### src/rtl/c1_pkg.sv
// rtl/c1_pkg.sv - shared stack-operation encoding and default sizes for the c1 core
package c1_pkg;

  typedef enum bit [2:0] {
    SHOLD    = 3'd0,
    SPUSH    = 3'd1,
    SPOP     = 3'd2,
    SREPL    = 3'd3,
    SPOPREPL = 3'd4
  } StackOp;

  localparam int DEPTH = 32;
  localparam int WIDTH = 64;

endpackage

### src/rtl/stack_ram.sv
// rtl/stack_ram.sv - spill array below T/S: one write port, one async read port, no reset
module stack_ram #(
  parameter int N     = 30,
  parameter int WIDTH = 64,
  parameter int PTRW  = 5
) (
  input  logic             clk,
  input  logic             we,
  input  logic [PTRW-1:0]  waddr,
  input  logic [WIDTH-1:0] wdata,
  input  logic [PTRW-1:0]  raddr,
  output logic [WIDTH-1:0] rdata
);

  logic [WIDTH-1:0] mem [N];

  always_ff @(posedge clk) begin
    if (we) mem[waddr] <= wdata;
  end

  assign rdata = mem[raddr];

endmodule

### src/rtl/data_stack.sv
// rtl/data_stack.sv - register-cached data stack: T/S in flops, deeper entries in stack_ram
module data_stack
  import c1_pkg::*;
#(
  parameter int DEPTH = c1_pkg::DEPTH,
  parameter int WIDTH = c1_pkg::WIDTH,
  parameter int PTRW  = 5
) (
  input  logic             clk,
  input  logic             rst,
  input  logic [2:0]       op,
  input  logic [WIDTH-1:0] din,
  input  logic             clear_err,
  output logic [WIDTH-1:0] t,
  output logic [WIDTH-1:0] s,
  output logic [PTRW:0]    depth,
  output logic             full,
  output logic             empty,
  output logic             ovf,
  output logic             unf
);

  localparam logic [PTRW:0]   DEPTH_C = (PTRW+1)'(DEPTH);
  localparam logic [PTRW:0]   D1      = (PTRW+1)'(1);
  localparam logic [PTRW:0]   D2      = (PTRW+1)'(2);
  localparam logic [PTRW:0]   D3      = (PTRW+1)'(3);
  localparam logic [PTRW-1:0] P1      = PTRW'(1);

  StackOp           op_e;
  logic [PTRW-1:0]  sp, sp_n, raddr;
  logic [WIDTH-1:0] t_n, s_n, rdata, s_below;
  logic [PTRW:0]    depth_n;
  logic             we, ovf_set, unf_set;

  assign op_e  = StackOp'(op);
  assign raddr = (sp == '0) ? '0 : sp - P1;
  // S refills from the spill array only while entries exist below it
  assign s_below = (depth >= D3) ? rdata : '0;

  stack_ram #(.N(DEPTH-2), .WIDTH(WIDTH), .PTRW(PTRW)) u_ram (
    .clk   (clk),
    .we    (we),
    .waddr (sp),
    .wdata (s),
    .raddr (raddr),
    .rdata (rdata)
  );

  always_comb begin
    t_n     = t;
    s_n     = s;
    sp_n    = sp;
    depth_n = depth;
    we      = 1'b0;
    ovf_set = 1'b0;
    unf_set = 1'b0;
    case (op_e)
      SPUSH: begin
        if (depth != DEPTH_C) begin
          t_n     = din;
          s_n     = t;
          depth_n = depth + D1;
          if (depth >= D2) begin
            we   = 1'b1;
            sp_n = sp + P1;
          end
        end else begin
          ovf_set = 1'b1;
        end
      end
      SPOP: begin
        if (depth >= D1) begin
          t_n     = s;
          s_n     = s_below;
          depth_n = depth - D1;
          if (depth >= D3) sp_n = sp - P1;
        end else begin
          unf_set = 1'b1;
        end
      end
      SREPL: begin
        if (depth >= D1) t_n = din;
        else unf_set = 1'b1;
      end
      SPOPREPL: begin
        if (depth >= D2) begin
          t_n     = din;
          s_n     = s_below;
          depth_n = depth - D1;
          if (depth >= D3) sp_n = sp - P1;
        end else begin
          unf_set = 1'b1;
        end
      end
      default: ;
    endcase
  end

  always_ff @(posedge clk or negedge rst) begin
    if (!rst) begin
      t     <= '0;
      s     <= '0;
      sp    <= '0;
      depth <= '0;
      ovf   <= 1'b0;
      unf   <= 1'b0;
    end else begin
      t     <= t_n;
      s     <= s_n;
      sp    <= sp_n;
      depth <= depth_n;
      ovf   <= ovf_set | (ovf & ~clear_err);
      unf   <= unf_set | (unf & ~clear_err);
    end
  end

  assign full  = (depth == DEPTH_C);
  assign empty = (depth == '0);

endmodule

### config.mk
export PLATFORM = sky130hd
export DESIGN_NAME = data_stack
export DESIGN_NICKNAME = d
export VERILOG_FILES = /design/src/rtl/c1_pkg.sv /design/src/rtl/stack_ram.sv /design/src/rtl/data_stack.sv
export SDC_FILE = /design/constraint.sdc
export NUM_CORES = 2
export LEC_CHECK = 0
export CAP_MARGIN = 10
export CORE_AREA = 2 2 460 644
export CTS_CLUSTER_DIAMETER = 40
export DETAILED_ROUTE_END_ITERATION = 16
export DIE_AREA = 0 0 462 646
export SYNTH_ARGS = -nofsm -noshare
export SYNTH_HDL_FRONTEND = slang
export SYNTH_SLANG_ARGS = --single-unit
export TNS_END_PERCENT = 50
### constraint.sdc
create_clock -name clk -period 11.04 [get_ports clk]
set_input_delay 2.208 -clock clk [delete_from_list [all_inputs] [get_ports clk]]
set_output_delay 2.208 -clock clk [all_outputs]
set_load 0.1 [all_outputs]
======== After elaboration in Yosys (flattened, before gate mapping) ========
Memory sizes are Yosys's and may differ from the RTL's.
Cells that the tools add are included.
operators by class
  add/subtract/negate cells ............... 4
  magnitude comparators ................... 3
  equality and inequality tests ........... 11
  multiplexer cells ....................... 31
  bitwise operators ....................... 5
  reductions and logical operators ........ 8
operators by type and width
  operator                                              number
  two-way mux 64 bit                                    8
  case mux 64 bit (4 select lines)                      1
  case mux 64 bit (3 select lines)                      1
  two-way mux 5 bit                                     6
  two-way mux 6 bit                                     3
  case mux 6 bit (3 select lines)                       1
  case mux 5 bit (3 select lines)                       1
  >= comparator 6 x 2 -> 1 bit (second input constant)  2
  != test 2 bit (second input constant)                 5
  AND reduction 5 bit                                   2
  two-way mux 1 bit                                     9
  adder 6 x 1 -> 6 bit (second input constant)          1
  equality test 3 x 2 -> 1 bit (second input constant)  2
  equality test 6 bit (second input constant)           1
  >= comparator 6 x 1 -> 1 bit (second input constant)  1
  logical NOT 6 bit                                     1
  != test 6 bit (second input constant)                 1
  subtractor 6 x 1 -> 6 bit (second input constant)     1
  adder 5 x 1 -> 5 bit (second input constant)          1
  logical NOT 5 bit                                     1
  subtractor 5 x 1 -> 5 bit (second input constant)     1
  AND reduction 4 bit                                   1
  nonzero test 4 bit                                    1
  equality test 3 x 1 -> 1 bit (second input constant)  1
  other kinds (7)                                       9
storage, ports and cells
  flip-flop bits (word level) ............. 141
  RAM bits ................................ 1920
  input port bits ......................... 70
  output and inout port bits .............. 138
  logic and storage cells ................. 69
  memories kept ........................... 1
memory list
  memory     words  bits a word  read ports  clocked after memory_dff  write ports  line             RTL
  u_ram.mem  30     64           1           0                         1            stack_ram.sv:15  logic [WIDTH-1:0] mem [N];

======== Logic depth before layout (Yosys ltp) ========
  word-level depth ........................ 6
  gate-level depth with buffers ........... 18
  gate-level depth less buffers ........... 9

======== Modules after synthesis ========
Synthesis repeated with hierarchy kept, for this count alone.
second synthesis, totals
  cell total of the unflattened synthesis .. 4190
  area total of the unflattened synthesis .. 80812.5 µm²
by module, submodules not included
  module      times used  cells an instance  area an instance (µm²)  sequential area each (µm²)
  stack_ram   1           3585               73571.8                 57655.3
  data_stack  1           605                7240.7                  3528.4

======== Worst setup path before layout ========
Ideal clock, no wire load.
  kind .................................... input-to-reg
  start ................................... input port op[0]
  end ..................................... memory u_ram.mem[12][0] (enable)
  setup time .............................. 0.487 ns
  arrival time ............................ 6.042 ns
  data required time ...................... 10.553 ns
  path slack .............................. 4.511 ns
  cell stages on the path ................. 5
  path buffers ............................ 1
  path through ............................ clkbuf_1 -> nand2_1 -> nor3b_1 -> nand2_1 -> nor2_1
on the way
  cells in the longest elaborated chain, start to end .. 4
RTL lines
  what                                     line              RTL
  start: declaration                       data_stack.sv:11  input logic [2:0] op,
  equality test 3 x 1 -> 1 bit             data_stack.sv:57  case (op_e)
  two-way mux 1 bit                        data_stack.sv:57
  two-way mux 1 bit                        stack_ram.sv:18   if (we) mem[waddr] <= wdata;
  two-way mux 1 bit (implied by the code)  stack_ram.sv:18
  end: declaration                         stack_ram.sv:15
No other way between the ends.

======== Final worst setup path ========
  start ................................... input port op[0]
  end ..................................... memory u_ram.mem[19][61] (enable)
Same word-level chain as after synthesis.

==> impl_metrics.ini <==
[clock_tree]
cts_repair_resize_count = 0
clkSlewWorstSetupHoldPaths_ps = 60
clkSinkCount = 2061
cts_buffer_depth = 4
cts_made_buffers = 231
cts_tree = yes
post_cts_setup_buffer_count = 0
number_of_levels_in_the_clock_h_tree = 4
clock-root-buffer = sky130_fd_sc_hd__clkbuf_16
post_cts_hold_buffer_count = 0
clk_latency_ps = 910

[route]
top_metal_used = met5
detailedRoute.firstIterationViolations = 5602
detail_route.wirelength_mm = 256
met3_wirelength_mm = 17.8
route.met2.wl_mm = 126
avgRoutedWirePerCell_um = 26.2
detail_route.drc_violations = 0
postRouteAntennaNets = 0
firstDrtPassIters = 6
number_of_vias_in_the_routed_layout = 50500
routed_met1_length_mm = 99.1
route.detailed.vias_per_inst = 5.16

[die]
die_height_um = 646
floorplan.initialDensity_pct = 27.9
std_cell_rows = 235
die_area_um2 = 298000
io_pins = 208
die_w_um = 462
floorplan.core_area_um2 = 293000

[grt]
grt_pass1_vias = 50200
globalRoute.totalOverflow = 0
wire_length_of_the_first_global_routing_pass_mm = 365
initial_antenna_violation_count = 10
track_usage_pct = 16.7
maximum_number_of_pins_on_one_net_before_global_route_repair = 147

[yosys]
synth_cells = 5483
syn_area_per_cell_um2 = 14.9
mappedNetlistArea_um2 = 81500
yosys-top-cells-area = sky130_fd_sc_hd__edfxtp_1 (71%), sky130_fd_sc_hd__nand2_1 (4.4%), sky130_fd_sc_hd__dfrtp_1 (4.3%)
yosys_warnings = 0
postSynth.asyncResetShare_pct = 6.84
synth-seq-area-share_pct = 75.1
dominant_synthesized_flop_cell = sky130_fd_sc_hd__edfxtp_1
synth_enable_flop_cells = 1920
synth_cell_type_count = 71
synth.largest_area_cell = sky130_fd_sc_hd__edfxtp_1
number_of_nets_produced_by_synthesis = 5563
synth_largest_type_area_fraction_pct = 70.7
synth_seq_cells = 2061

[pwr]
peak_supply_drop_mv = 0.364
p_leak_uw = 0.0316
power_density_nw_per_um2 = 326
power_uw = 31300

[sta]
grt_setup_unrepaired = false
fmax_mhz = 162
number_of_max_slew_violations_in_the_final_report = 0
finalCriticalPeriod_ps = 6170
final.setup.tns_ps = 0
fin_worst_skew_ps = 128
worstMarginPinSlew_ps = 1370
final-hold-violation-count = 0
layout_worst_path_cycle_share_pct = 55.9
slew-limit-headroom_pct = 7.79
finalSetupViolCount = 0
postLayoutSetupSlackWorst_ps = 4870
hold_slack_ps = 452

[finish]
design_area_um2 = 96100
layout.nets = 5764
layout_cells_sized_above_1_pct = 11.4
n_fill_cell = 28200
area_delta_synth_final_pct = 17.9

[worst_setup_path]
highest_fanout_seen_on_the_critical_path = 38
critPathLaunch = op[0]
timing_worst_setup_path_type = primary input to flip-flop
crit_required_ps = 11460
endpoint_kind = flip-flop
arrival_time_of_data_at_the_critical_path_endpoint_ps = 6590
reg2reg_from = sp[0]$_DFFE_PN0P_
timing.critical_path.from_type = primary input

[hold_path]
hp-start = s[56]$_DFFE_PN0P_
class_of_the_worst_hold_path = flip-flop to flip-flop

[run]
max-cap-violations = 0

[placement]
dpl_cell_area_um2 = 88400
gp_congestion = 0.822
dp_hpwl_mm = 151
io_buffer_count = 207
place_ws_ps = 4120

[outcome]
status = completed
[metrics by stage]
| stage | instances | utilization (%) |
|---|---|---|
| after floorplan | 5483 | - |
| after detailed placement | 9360 | 30.2 |
| after global routing | 9786 | 32.8 |
| final | 9789 | 32.8 |
| after global placement | 9360 | 30.2 |
| after CTS | 9784 | 32.8 |
[critical path, stage by stage]
cell and delay (ps):
sky130_fd_sc_hd__clkdlybuf4s50_1 740, sky130_fd_sc_hd__nand2_1 220, sky130_fd_sc_hd__nor3b_1 670, sky130_fd_sc_hd__buf_4 290
sky130_fd_sc_hd__nand2_1 550, sky130_fd_sc_hd__nor2_4 950, sky130_fd_sc_hd__buf_4 800
[cells by family after synthesis]
family                   share of synthesized area [%]
adder cells (fa/ha/maj)                          0.153
AO/OA/AOI/OAI                                     10.3
multiplexers                                      4.72
flip-flops                                        75.1
AND/OR/NAND/NOR                                   7.44
XOR/XNOR                                         0.129
buffers and inverters                             2.18
[path summary, 6_finish.rpt]
kind | endpoint | slack, ps | cells past startpoint
hold reg to reg | u_ram.mem[28][56]$_DFFE_PP_ | 450 | 0
setup / recovery | u_ram.mem[19][61]$_DFFE_PP_ | 4870 | 7
setup reg to reg | s[2]$_DFFE_PN0P_ | 5670 | 10
min in group asynchronous | t[34]$_DFFE_PN0P_ | 1300 | 1
max in group asynchronous | s[45]$_DFFE_PN0P_ | 8270 | 2
hold / removal | u_ram.mem[28][56]$_DFFE_PP_ | 450 | 0
[state kept, by name (all words and copies together) (netlist names)]
name and count:
depth 6, ovf 1, s 64, sp 5, t 64, u_ram.mem 1920
unf 1
[per-layer routing]
metal  track usage, %  vias to the layer above
met4             8.22                        4
met5                0                        -
met2             28.2                     2261
met1             20.5                    25900
met3             2.75                      544
li1                 -                    21800
[final cells by class]
| type | instances | area, um2 | share of cell area, % |
|---|---|---|---|
| diodes | 4 | 10.0 | 0.0104 |
| clock buffers | 274 | 6090 | 6.34 |
| clock inverters | 150 | 1520 | 1.58 |
| inverters | 9 | 38.8 | 0.0404 |
| multi-input cells | 3012 | 19000 | 19.7 |
| flip-flops and latches | 2061 | 61200 | 63.7 |
| well taps | 3910 | 4890 | 5.09 |
| repair buffers | 369 | 3370 | 3.50 |
[cell usage in the layout (no fill, tap or decap), types with 23 or more instances in the layout]
cell type                         Yosys  final
sky130_fd_sc_hd__edfxtp_1          1920   1920
sky130_fd_sc_hd__a22oi_1             58     58
sky130_fd_sc_hd__a32oi_1             38     38
sky130_fd_sc_hd__a211oi_1            92     92
sky130_fd_sc_hd__buf_4               16    157
sky130_fd_sc_hd__clkbuf_1           241     30
sky130_fd_sc_hd__a21oi_1            405    403
sky130_fd_sc_hd__nor2_1             110     71
sky130_fd_sc_hd__a32o_1              25     25
sky130_fd_sc_hd__nor3_1              66     65
sky130_fd_sc_hd__o21ai_0            117    117
sky130_fd_sc_hd__nand2_1            963    958
sky130_fd_sc_hd__nor2_4               0     37
sky130_fd_sc_hd__nand4_1             30     30
sky130_fd_sc_hd__clkdlybuf4s50_1      0    205
sky130_fd_sc_hd__a221oi_1           179    179
sky130_fd_sc_hd__and2_1              40     39
sky130_fd_sc_hd__o311a_1             25     25
sky130_fd_sc_hd__inv_6                0     28
sky130_fd_sc_hd__o311ai_0            34     34
sky130_fd_sc_hd__nand3_1             93     93
sky130_fd_sc_hd__a31oi_1             31     31
sky130_fd_sc_hd__dfrtp_1            141    136
sky130_fd_sc_hd__nor4_1              42     42
sky130_fd_sc_hd__a211o_1             27     27
sky130_fd_sc_hd__mux2_2              41     40
sky130_fd_sc_hd__or4_1               23     23
sky130_fd_sc_hd__clkinv_2             0     29
sky130_fd_sc_hd__clkbuf_16            0    233
sky130_fd_sc_hd__mux2i_1            334    333
[synthesized netlist by cell type, drive strengths merged, types with 5 or more instances]
library cell,count
a2111oi,29
a211o,27
a211oi,92
a21oi,405
a221o,13
a221oi,199
a22oi,58
a311oi,22
a31oi,32
a32o,25
a32oi,38
and2,40
and3,20
buf,159
clkbuf,242
dfrtp,141
edfxtp,1920
ha,10
inv,9
mux2,41
mux2i,334
nand2,964
nand2b,8
nand3,93
nand4,30
nor2,111
nor2b,6
nor3,66
nor4,42
o211ai,7
o21ai,119
o221ai,15
o22a,19
o22ai,18
o311a,25
o311ai,34
or3,5
or4,24
xor2,8
[where the power goes]
group / total (uW) / leakage [uW] / internal (uW) / switching (uW)
clock: 7660 / 0.00370 / 4380 / 3270
combinational: 13300 / 0.00869 / 3350 / 9910
sequential: 10400 / 0.0192 / 9900 / 501
Power figures use the tool's default switching activity.
